$ cat src/rtl/alu_pkg.sv
// Shared RV32I ALU decode constants: funct3 operation selects and the funct7 alternate-op bit.
package alu_pkg;

  localparam logic [2:0] F3_ADD  = 3'b000;
  localparam logic [2:0] F3_SLL  = 3'b001;
  localparam logic [2:0] F3_SLT  = 3'b010;
  localparam logic [2:0] F3_SLTU = 3'b011;
  localparam logic [2:0] F3_XOR  = 3'b100;
  localparam logic [2:0] F3_SR   = 3'b101;
  localparam logic [2:0] F3_OR   = 3'b110;
  localparam logic [2:0] F3_AND  = 3'b111;

  localparam int unsigned F7_ALT_BIT = 5;

endpackage

$ cat src/rtl/alu_shifter.sv
// Logarithmic barrel shifter for SLL/SRL/SRA.
// Each amount bit enables one power-of-two stage.
module alu_shifter #(
  parameter int unsigned XLEN    = 32,
  parameter int unsigned SHAMT_W = 5
) (
  input  logic [XLEN-1:0]    a_i,
  input  logic [SHAMT_W-1:0] shamt_i,
  input  logic               dir_i,    // 0: left, 1: right
  input  logic               arith_i,  // right shifts only: fill with sign bit
  output logic [XLEN-1:0]    out_o
);

  logic [XLEN-1:0] ones;
  logic            fill;
  logic [XLEN-1:0] stage;

  assign ones = '1;
  assign fill = dir_i & arith_i & a_i[XLEN-1];

  always_comb begin
    stage = a_i;
    for (int unsigned i = 0; i < SHAMT_W; i++) begin
      if (shamt_i[i]) begin
        if (dir_i) begin
          // Zero-filled right shift, then OR in the vacated high bits for sign fill.
          stage = (stage >> (1 << i)) | (fill ? ~(ones >> (1 << i)) : '0);
        end else begin
          stage = stage << (1 << i);
        end
      end
    end
  end

  assign out_o = stage;

endmodule

$ cat src/rtl/alu.sv
// RV32I integer ALU: decodes funct3/funct7 directly into one combinational 32-bit result.
// clk and rst exist only for datapath interface uniformity and do not affect Result.
module alu
  import alu_pkg::*;
#(
  parameter int unsigned XLEN    = 32,
  parameter int unsigned SHAMT_W = 5
) (
  input  logic [XLEN-1:0] A,
  input  logic [XLEN-1:0] B,
  input  logic [2:0]      funct3,
  input  logic [6:0]      funct7,
  output logic [XLEN-1:0] Result,
  input  logic            clk,
  input  logic            rst
);

  logic            alt;
  logic [XLEN-1:0] b_op;
  logic [XLEN-1:0] add_res;
  logic            lt_s;
  logic            lt_u;
  logic [XLEN-1:0] sll_res;
  logic [XLEN-1:0] sr_res;

  assign alt = funct7[F7_ALT_BIT];

  // Subtract as A + ~B + 1 so one adder serves both ADD and SUB.
  assign b_op    = (alt && funct3 == F3_ADD) ? ~B : B;
  assign add_res = A + b_op + {{(XLEN-1){1'b0}}, (alt && funct3 == F3_ADD)};

  assign lt_s = $signed(A) < $signed(B);
  assign lt_u = A < B;

  alu_shifter #(
    .XLEN    (XLEN),
    .SHAMT_W (SHAMT_W)
  ) u_sll (
    .a_i     (A),
    .shamt_i (B[SHAMT_W-1:0]),
    .dir_i   (1'b0),
    .arith_i (1'b0),
    .out_o   (sll_res)
  );

  alu_shifter #(
    .XLEN    (XLEN),
    .SHAMT_W (SHAMT_W)
  ) u_sr (
    .a_i     (A),
    .shamt_i (B[SHAMT_W-1:0]),
    .dir_i   (1'b1),
    .arith_i (alt),
    .out_o   (sr_res)
  );

  always_comb begin
    Result = '0;
    case (funct3)
      F3_ADD:  Result = add_res;
      F3_SLL:  Result = sll_res;
      F3_SLT:  Result = {{(XLEN-1){1'b0}}, lt_s};
      F3_SLTU: Result = {{(XLEN-1){1'b0}}, lt_u};
      F3_XOR:  Result = A ^ B;
      F3_SR:   Result = sr_res;
      F3_OR:   Result = A | B;
      F3_AND:  Result = A & B;
      default: Result = '0;
    endcase
  end

  logic unused_inputs;
  assign unused_inputs = ^{clk, rst, funct7[6], funct7[4:0], B[XLEN-1:SHAMT_W]};

endmodule

$ cat config.mk
export PLATFORM = sky130hd
export DESIGN_NAME = alu
export DESIGN_NICKNAME = d
export VERILOG_FILES = /design/src/rtl/alu_pkg.sv /design/src/rtl/alu_shifter.sv /design/src/rtl/alu.sv
export SDC_FILE = /design/constraint.sdc
export NUM_CORES = 1
export LEC_CHECK = 0
export CAP_MARGIN = 20
export CORE_ASPECT_RATIO = 1.1
export CORE_MARGIN = 1
export CORE_UTILIZATION = 35
export DETAILED_ROUTE_END_ITERATION = 12
export GPL_ROUTABILITY_DRIVEN = 0
export MAX_ROUTING_LAYER = met4
export PLACE_DENSITY_LB_ADDON = 0.12
export SYNTH_ARGS = -nofsm -noshare
export SYNTH_HDL_FRONTEND = slang
export SYNTH_SLANG_ARGS = --single-unit
$ cat constraint.sdc
create_clock -name vclk -period 7.1
set_input_delay 1.42 -clock vclk [all_inputs]
set_output_delay 1.42 -clock vclk [all_outputs]
set_load 0.005 [all_outputs]
# --- Word-level counts from Yosys, hierarchy flattened ---
# Index checks and enable logic that the tools add are counted.
totals:
  ff_bits: 0
  latch_bits: 0
  ramBits: 0
  rom_bits: 0
  in_bits: 76
  out_inout_bits: 32
  elab_cells: 40
  n_memories: 0
classes:
  n_addsub: 2
  n_mul: 0
  n_div: 0
  n_lt_le_gt_ge: 2
  n_eq_ne: 7
  shift: 0
  mux: 17
  bitwise: 10
  reduce_logical: 2
op_table:
  columns: ["operator", "count"]
  rows:
  - ["two-way mux 32 bit", 16]
  - ["case mux 32 bit (8 select lines)", 1]
  - ["< comparator 32 bit", 2]
  - ["adder 32 x 1 -> 32 bit", 1]
  - ["adder 32 bit", 1]
  - ["bitwise AND 32 bit", 1]
  - ["inverter 32 bit", 1]
  - ["bitwise OR 16 x 32 -> 32 bit", 1]
  - ["bitwise OR 24 x 32 -> 32 bit", 1]
  - ["bitwise OR 28 x 32 -> 32 bit", 1]
  - ["bitwise OR 30 x 32 -> 32 bit", 1]
  - ["bitwise OR 31 x 32 -> 32 bit", 1]
  - ["bitwise OR 32 bit", 1]
  - ["bitwise XOR 32 bit", 1]
  - ["== test 3 bit, second input constant", 4]
  - ["== test 3 x 2 -> 1 bit, second input constant", 2]
  - ["== test 3 x 1 -> 1 bit, second input constant", 1]
  - ["zero test 3 bit", 1]
  - ["bitwise AND 1 bit", 1]
  - ["logical AND 1 bit", 1]

# --- Depth between registers and ports, before layout ---
# Gate-level depths: netlist of the first run.
logic_depth:
  depth_word: 13
  depth_mapped: 16
  depth_no_buf: 12

# --- By module ---
# A second synthesis of the first run with hierarchy kept.
unflattened:
  cells_unflattened: 2032
  area_unflattened_um2: 13654.3
modules_own_cells:
  columns: ["mod", "n_inst", "cells_each", "area_each_um2", "seq_area_each_um2"]
  rows:
  - ["alu_shifter", 2, 636, 4097.7, 0.0]
  - ["alu", 1, 760, 5459.0, 0.0]

# --- Worst setup path before layout of the first run ---
# No wires, ideal clock.
synth_path:
  path_type: "input -> output"
  startpoint: "input port funct3[2]"
  endpoint: "output port Result[30]"
  t_arrival_ns: 5.118
  required_ns: 5.680
  slack_ns: 0.562
  stages: 15
  n_path_buf: 4
  cell_sequence: "clkbuf_1 -> or4b_1 -> buf_2 -> buf_1 -> xnor2_1 -> ha_1 -> clkbuf_1 -> nand4_1 -> or3_1 -> a21o_1 -> a2111oi_2 -> o211a_1 -> o31ai_1 -> a2111o_1 -> o311ai_1"
synth_between:
  elab_chain_len: 6
  elab_cells_between_ends: 13
  cone_classes: "2 x add/sub; 7 x eq/ne; 2 x mux; 2 x reduce/logical"
synth_lines:
  columns: ["item", "line_no", "rtl"]
  rows:
  - ["start: declaration", "alu.sv:11", "input logic [2:0] funct3,"]
  - ["zero test 3 bit", "alu.sv:29, alu.sv:30, alu.sv:59", null]
  - ["logical AND 1 bit", "alu.sv:29, alu.sv:30", null]
  - ["two-way mux 32 bit", "alu.sv:29", "assign b_op = (alt && funct3 == F3_ADD) ? ~B : B;"]
  - ["adder 32 bit", "alu.sv:30", "assign add_res = A + b_op + {{(XLEN-1){1'b0}}, (alt && funct3 == F3_ADD)};"]
  - ["adder 32 x 1 -> 32 bit", "alu.sv:30", null]
  - ["case mux 32 bit (8 select lines) (*)", "alu.sv:59", "case (funct3)"]
  - ["end: declaration", "alu.sv:13", "output logic [XLEN-1:0] Result,"]
# Mark *: on every way between the ends. The rest lies on a longest branch, timed or not.

# --- Final worst setup path of the first run ---
layout_path:
  startpoint: "input port funct3[1]"
  endpoint: "output port Result[31]"
# The elaborated chain is that of the path after synthesis.

==> results of run 1 <==
==> synthesized netlist by cell type (all sizes together) (6+ instances only) <==
library cell  number  area, um^2
nand4              7        43.8
nor2             104         390
a31oi              9        56.3
nand3             14        70.1
mux4              39         878
nor4               6        37.5
o221ai             6        52.6
a211oi            18         140
nor2b              6        37.5
ha               127        1590
a22oi             15         113
buf               24         106
o21ai            110         551
nand2b            10        62.6
a221oi             9        78.8
xnor2             43         377
clkbuf            58         218
nand2             96         360
a21oi             89         445
xor2               8        70.1
nor3              20         100
mux2i             67         671
a21o              10        75.1
o211ai            18         140
o21bai            11        82.6
mux2              11         124
a222oi             6        60.1
inv               96         360
o21a              10        75.1
a22o              16         140
==> layer usage <==
metal,up-vias,routed length [um],GRT usage [%]
li1,4435,-,-
met1,4469,15100,38.8
met2,378,16500,48.1
met3,50,2240,2.05
met5,-,0,-
met4,0,791,6.14
==> critical path, cell delays in order <==
cell	delay, ns
clkdlybuf4s50_1	0.43
or4b_4	0.58
buf_8	0.19
xnor2_1	0.13
ha_1	0.35
buf_4	0.14
and3_1	0.17
buf_4	0.11
nand2_1	0.08
o211ai_1	0.28
a21oi_2	0.15
a2111o_1	0.44
a31oi_2	0.17
a41oi_1	0.13
o41ai_1	0.09
buf_4	0.18
clkdlybuf4s50_1	0.49
==> metrics by stage <==
stage / setup TNS [ns] / cell area (um^2) / worst slack, ns / hold WS [ns]
2_1_floorplan: 0 / 8150 / 0.562 / 3.09
3_3_place_gp: -3.57 / 9980 / -0.517 / 3.83
3_5_place_dp: -3.70 / 9980 / -0.536 / 3.83
4_1_cts: 0 / 10000 / 0.00220 / 3.84
5_1_grt: 0 / 10100 / 0.0000338 / 3.87
6_report: 0 / 10100 / 0.135 / 3.83
==> power by group through the flow <==
| stage | Sequential (mW) | Combinational [mW] | Clock, mW |
|---|---|---|---|
| after CTS | 0 | 0.847 | 0 |
| final | 0 | 0.868 | 0 |
| after global routing | 0 | 0.933 | 0 |
| after detailed placement | 0 | 0.841 | 0 |
| after floorplan | 0 | 0.488 | 0 |
| after global placement | 0 | 0.838 | 0 |
==> timing repair <==
item,in CTS,in global routing
endpoints found under the hold margin,0,0
pin swaps,5,8
endpoints found under the setup margin,16,10
setup buffers,0,2
resized for setup,9,21
==> worst max path at each step <==
stage | from | to | slack, ns | cells past startpoint
floorplan | funct3[2] | Result[30] | 0.56 | 15
global placement | funct3[2] | Result[30] | -0.52 | 15
detailed placement | funct3[2] | Result[30] | -0.54 | 15
CTS | funct7[5] | Result[26] | 0.002 | 15
global route | funct7[5] | Result[31] | 0.00003 | 17
finish | funct3[1] | Result[31] | 0.13 | 17
==> layout make-up <==
cell class / count / area share (%)
multi-input combinational: 958 / 75.0
timing repair buffer: 205 / 17.8
tap: 300 / 3.72
inverter: 96 / 3.57
==> logic make-up (layout without fill, tap and decap cells) <==
logic type               Yosys count  count (layout)  synth area share [%]
adder cells (fa/ha/maj)          128             128                  19.7
XOR/XNOR                          51              51                  5.48
AND/OR/NAND/NOR                  280             280                  14.9
buffers and inverters            178             301                  8.39
multiplexers                     117             117                  20.5
AO/OA/AOI/OAI                    382             382                  30.9
==> metrics, run 1 <==
Multi-input gate area 7570 um^2; crit start category input pin; Core Area 22900 um^2; Mapped Nets 1340; sequential area share after synthesis 0%; clock buf count 0; Crit Path Max Fanout 10; final setup fails 0; pwr/cell area 85.9 nW/um^2; Final Non-Filler Cells 1559; Synth Cell Area 8150 um^2; Vias 9332; Logic pwr share 100.0%; switching pwr 483 uW; leakage 4.52 nW; Crit Path Class in -> out; dpl cells 1557; global-route wire length before repair 52.4 mm; Via density 5.99; Max VDD drop 0.0331 mV; Setup crit end kind output port; worst slew pin tran 0.775 ns; antenna violations before repair 0; Tmin final 6.97 ns; share of cells above drive strength 1 15.2%; DRT antenna net count 0; Total Routing Usage GR 29.1%; Hold EP Result[1]; FP Rows 58; sw frac 55.7%; Die Span Y 162 um; Finished Core Util 44.2%; largest net degree at the start of global routing 81; Final Hold Fails 0; share of power burned in registers 0%; Slew Viols, Final 0; Final Power 868 uW; hold_buf cts 0; required time of the critical path 5.68 ns; Hold Crit Class in -> out; Iter 0 DRT Violations 899; remaining global-route overflow 0; Port Buffers 100; seq_cells 0; Chip Width 148 um; Min-Delay Path Depth 6; Synth-to-Final Area Change 23.9%; post-DP HPWL 26.9 mm; fin nets 1465; run status finished, final reports clean; Fillers 2416; Avg WL per Cell 22.2 um; Synth warnings 0; Critical Path AT 5.55 ns; diode count 0; vias in the first global route 8700; clock power share 0%; register area 0 um^2; most common cell after layout, fill and taps aside ha_1; max-cap violations 0; gate count after technology mapping 1136; First-pass DRT Iterations 6; hold path startpoint B[1]; RSZ-0062 raised after global routing false; cell internal pwr 384 uW; fin crit share 98.1%; DRC violations left 0; synth unique cells 69; # IOs 108; WL final 34.6 mm; die area 23900 um^2; initial core utilization 35.7%; slew margin rel. 48.3%; post-synthesis average cell area 7.18 um^2; commonest non-fill, non-tap cells in the layout ha_1 (127), o21ai_0 (104), nor2_1 (103), buf_4 (103), nand2_1 (95); Fmax 144 MHz
(Power assumes the default switching activity.)
==> run 2, diff against run 1 <==
Settings changed: CAP_MARGIN 20 to 10, CORE_MARGIN 1 to 5.
==> run 2 against run 1 <==
Maximum frequency rose by 3.0%; die area rose by 11%; clock-buffer cell count did not move; cell area rose by 0.19%; final cell count rose by 0.13%; critical path depth did not move; highest routed layer unchanged; flip-flop and latch count did not move; worst setup slack improved by 0.20 ns.
==> metrics, run 2 (synthesized netlist as in run 1, its figures left out) <==
run status finished, final reports clean (unchanged); share of cells above drive strength 1 15.3% (was 15.2%); Chip Width 156 um (was 148 um); Buf/Inv on CP 6 (unchanged); Vias 9404 (was 9332); Final Non-Filler Cells 1561 (was 1559); Synth-to-Final Area Change 24.1% (was 23.9%); initial core utilization 35.6% (was 35.7%); global-route wire length before repair 53.3 mm (was 52.4 mm); Finished Cell Area 10100 um^2 (about the same); leakage 4.53 nW (was 4.52 nW); WL final 35.0 mm (was 34.6 mm); Max VDD drop 0.0376 mV (was 0.0331 mV); Crit Path Max Fanout 8 (was 10); Total Routing Usage GR 26.1% (was 29.1%); largest net degree at the start of global routing 76 (was 81); crit-path max cell delay 0.61 ns (was 0.58 ns); most used cell along the critical path buf_4 (unchanged); Die Span Y 170 um (was 162 um); slew margin rel. 48.6% (was 48.3%); sw frac 55.8% (was 55.7%); switching pwr 486 uW (was 483 uW); Slew Viols, Final 0 (unchanged); most common cell after layout, fill and taps aside ha_1 (unchanged); commonest non-fill, non-tap cells in the layout ha_1 (127), o21ai_0 (106), buf_4 (103) (was ha_1 (127), o21ai_0 (104), nor2_1 (103), buf_4 (103), nand2_1 (95)); Crit Path Class in -> out (unchanged); Via density 6.02 (was 5.99); Hold Crit Class in -> out (unchanged); seq_cells 0 (unchanged); # IOs 108 (unchanged); crit start category input pin (unchanged); Critical Path AT 5.34 ns (was 5.55 ns); required time of the critical path 5.68 ns (about the same); First-pass DRT Iterations 6 (unchanged); fin crit share 95.3% (was 98.1%); fin worst setup slack 0.336 ns (was 0.135 ns); Avg WL per Cell 22.4 um (was 22.2 um); FP Rows 58 (unchanged); register area 0 um^2 (unchanged); DRT antenna net count 0 (unchanged); Iter 0 DRT Violations 1005 (was 899); Logic pwr share 100.0% (about the same); remaining global-route overflow 0 (unchanged); Fmax 148 MHz (was 144 MHz); Core Area 22900 um^2 (about the same); Setup crit end kind output port (unchanged); DRC violations left 0 (unchanged); post-DP HPWL 27.5 mm (was 26.9 mm); cell internal pwr 385 uW (was 384 uW); die area 26400 um^2 (was 23900 um^2); Final Hold Fails 0 (unchanged); diode count 0 (unchanged); delay-heaviest family, CP buffers and inverters (unchanged); pwr/cell area 86.1 nW/um^2 (was 85.9 nW/um^2); clock power share 0% (about the same); slowest library cell on the worst path or4b_4 (unchanged); Tmin final 6.76 ns (was 6.97 ns); Setup WS pre-CTS -0.460 ns (was -0.536 ns); worst path cell trace dlymetal6s2s_1 > or4b_4 > buf_12 > xnor2_1 > ha_1 > buf_4 > and3_4 > nand2_1 > o211ai_1 > a21oi_1 > buf_4 > a2111o_1 > a31oi_1 > a41oi_1 > o41ai_1 > buf_4 > clkdlybuf4s50_1 (was clkdlybuf4s50_1 > or4b_4 > buf_8 > xnor2_1 > ha_1 > buf_4 > and3_1 > buf_4 > nand2_1 > o211ai_1 > a21oi_2 > a2111o_1 > a31oi_2 > a41oi_1 > o41ai_1 > buf_4 > clkdlybuf4s50_1); Final Power 871 uW (was 868 uW); final setup fails 0 (unchanged); worst slew pin tran 0.771 ns (was 0.775 ns); max-cap violations 0 (unchanged); dpl cells 1557 (unchanged); RSZ-0062 raised after global routing false (unchanged); Port Buffers 100 (unchanged); clock buf count 0 (unchanged); vias in the first global route 8913 (was 8700); Area after DPL 9980 um^2 (unchanged); fin nets 1467 (was 1465); antenna violations before repair 0 (unchanged); share of power burned in registers 0% (about the same)
-- run 2: cell types whose count changed in the layout (fill, tap and decap cells not counted), sizes merged --
cell,previous run,this run
buf,110,112
dlygate4sd2,3,4
clkdlybuf4s50,89,88
-- run 2: timing repair --
item                       CTS  global route
pin swaps                    6            11
hold buffers                 0             0
gates cloned                 0             0
setup buffers                1             3
resized for setup           14            19
setup endpoints to repair   17            11
-- run 2: through the flow --
stage	TNS [ns]	utilization, %	hold WS (ns)
CTS	0	43.7	3.79
finish	0	44.1	3.79
global placement	-3.10	43.5	3.79
floorplan	0	-	3.09
detailed placement	-3.32	43.5	3.79
global route	0	44.1	3.83
-- run 2: final timing paths --
path	end	from	slack, ns	cells past startpoint
worst max-delay path	Result[31]	funct3[1]	0.34	17
worst min-delay path	Result[1]	B[1]	3.79	6
-- run 2: per-layer routing --
metal | share of wire [%] | routed length [um] | up-vias | GRT usage [%]
met5 | 0 | 0 | - | -
met4 | 2.9 | 1020 | 0 | 6.28
met3 | 8.5 | 2980 | 57 | 2.19
met2 | 47 | 16400 | 441 | 42.2
met1 | 42 | 14600 | 4476 | 35.4
li1 | - | - | 4430 | -
-- run 2: tightest hold or removal path: stages --
cell and delay (ns):
buf_2 0.12, xnor2_1 0.09, inv_1 0.06, fa_1 0.16, a21oi_1 0.07, clkdlybuf4s50_1 0.44
-- run 2: power groups by stage --
stage | sequential [mW] | clock [mW] | combinational (mW)
finish | 0 | 0 | 0.871
global route | 0 | 0 | 0.940
CTS | 0 | 0 | 0.851
detailed placement | 0 | 0 | 0.843
global placement | 0 | 0 | 0.842
floorplan | 0 | 0 | 0.488
-- run 2: final cells by class --
class | instances | area, um^2
multi-input cells | 958 | 7560
repair buffers | 207 | 1820
fillers | 2453 | 12800
well taps | 300 | 375
inverters | 96 | 360
==> run 3, diff against run 2 <==
Settings changed: GPL_ROUTABILITY_DRIVEN 0 to default.
Clock period 7.1 ns to 6.3 ns, I/O delays scaled along.
==> run 3 against run 2 <==
Flip-flop and latch count unchanged; final cell count is 3.0% higher; first-iteration DRC count fell by 9.6%; clock-buffer cell count did not move.
==> metrics, run 3 (synthesized netlist as in run 1, its figures left out) <==
run status finished, final reports clean (unchanged); Tmin final 6.18 ns; global placement routability congestion 1.01; DRT antenna net count 0 (unchanged); setup TNS 0 ns (unchanged); Via density 5.90 (was 6.02); Slew Viols, Final 0 (unchanged); Crit Path Class in -> out (unchanged); Critical Path AT 4.92 ns (was 5.34 ns); vias in the first global route 9097 (was 8913); Chip Width 156 um (unchanged); commonest non-fill, non-tap cells in the layout buf_4 (149), ha_1 (127), nor2_1 (102), o21ai_0 (102), nand2_1 (95) (was ha_1 (127), o21ai_0 (106), buf_4 (103)); Hold Crit Class in -> out (unchanged); FP Rows 58 (unchanged); seq_cells 0 (unchanged); Avg WL per Cell 22.6 um (was 22.4 um); most common cell after layout, fill and taps aside buf_4 (was ha_1); Finished Core Util 45.8% (was 44.1%); leakage 4.75 nW (was 4.53 nW); DRC violations left 0 (unchanged); crit-path max cell delay 0.63 ns (was 0.61 ns); clock buf count 0 (unchanged); register area 0 um^2 (unchanged); post-DP HPWL 28.7 mm (was 27.5 mm); antenna violations before repair 1 (was 0); Buf/Inv on CP 5 (was 6); die area 26400 um^2 (unchanged); max-cap violations 0 (unchanged); global-route wire length before repair 54.6 mm (was 53.3 mm); remaining global-route overflow 0 (unchanged); hold_buf cts 0 (unchanged); Port Buffers 100 (unchanged); slowest library cell on the worst path or4b_4 (unchanged); Critical Path Start funct3[1] (unchanged); fin nets 1513 (was 1467); Final Non-Filler Cells 1608 (was 1561); delay-heaviest family, CP compound AO/OA/AOI/OAI gates (was buffers and inverters); Max VDD drop 0.0465 mV (was 0.0376 mV); Total Routing Usage GR 27.1% (was 26.1%); WP depth 16 (was 17); initial core utilization 35.6% (unchanged); crit start category input pin (unchanged); Synth-to-Final Area Change 28.7% (was 24.1%); final setup fails 0 (unchanged); Hold WS 3.31 ns (was 3.79 ns); worst setup path end Result[30] (was Result[31]); required time of the critical path 5.04 ns (was 5.68 ns); First-pass DRT Iterations 6 (unchanged); fin crit share 98.1%; Min-Delay Path Depth 5 (was 6); Final Hold Fails 0 (unchanged); dpl cells 1597 (was 1557); Die Span Y 170 um (unchanged); worst path cell trace clkbuf_2 > or4b_4 > buf_12 > xnor2_1 > ha_1 > buf_4 > nand3_2 > or3_1 > a21o_4 > a2111oi_4 > buf_4 > o211a_4 > o31ai_4 > a2111o_1 > o311ai_2 > buf_2 (was dlymetal6s2s_1 > or4b_4 > buf_12 > xnor2_1 > ha_1 > buf_4 > and3_4 > nand2_1 > o211ai_1 > a21oi_1 > buf_4 > a2111o_1 > a31oi_1 > a41oi_1 > o41ai_1 > buf_4 > clkdlybuf4s50_1); most used cell along the critical path buf_4 (unchanged); slew margin rel. 44.3% (was 48.6%); Fmax 162 MHz; WL final 36.4 mm (was 35.0 mm); Vias 9494 (was 9404); worst slew pin tran 0.830 ns (was 0.771 ns); Core Area 22900 um^2 (unchanged); Setup crit end kind output port (unchanged); share of cells above drive strength 1 19.6% (was 15.3%); Crit Path Max Fanout 6 (was 8); largest net degree at the start of global routing 81 (was 76); pwr/cell area 98.0 nW/um^2 (was 86.1 nW/um^2); Iter 0 DRT Violations 909 (was 1005); # IOs 108 (unchanged)
==> run 3: cell type report <==
| class | count | area [um^2] |
|---|---|---|
| antenna | 1 | 2.50 |
| tap | 300 | 375 |
| multi-input combinational | 958 | 7630 |
| inverter | 96 | 360 |
| fill | 2440 | 12400 |
| timing repair buffer | 253 | 2120 |
==> run 3: worst min path at each step <==
stage | from | end
after CTS | funct3[2] | Result[26]
after floorplan | A[30] | Result[31]
after global placement | B[1] | Result[1]
after global routing | funct3[2] | Result[26]
final | funct3[2] | Result[26]
after detailed placement | B[1] | Result[1]
==> run 3: timing repair <==
action,CTS,global route
resized for setup,58,24
endpoints found under the setup margin,24,16
cloned,1,0
pin swaps,24,14
setup buffers,7,3
==> run 3: power breakdown <==
part	switching (mW)	internal, mW	total, mW
Combinational	0.566	0.462	1.03
Sequential	0	0	0
Clock	0	0.0000000811	0.0000000811
Total	0.566	0.462	1.03
==> run 3: worst min-delay path: cells and delay by family <==
| family | cells | cell delay (ns) |
|---|---|---|
| buffers and inverters | 3 | 0.57 |
| AO/OA/AOI/OAI | 1 | 0.10 |
| AND/OR/NAND/NOR | 1 | 0.11 |
==> run 3: stage by stage <==
stage               cell area, um^2  setup WS (ns)  power, mW
floorplan                      8150         0.0816      0.550
global placement              10300         -0.912      0.987
detailed placement            10300         -0.936      0.990
CTS                           10500         -0.174       1.01
global route                  10500       -0.00427       1.11
finish                        10500          0.120       1.03
==> run 3: routing by layer <==
metal  share of wire [%]  GRT usage (%)  up-vias
met3                 7.6           3.38       50
met4                 2.4           5.86        0
met1                  43           36.2     4543
met5                   0              -        -
met2                  47           43.9      389
li1                    -              -     4512
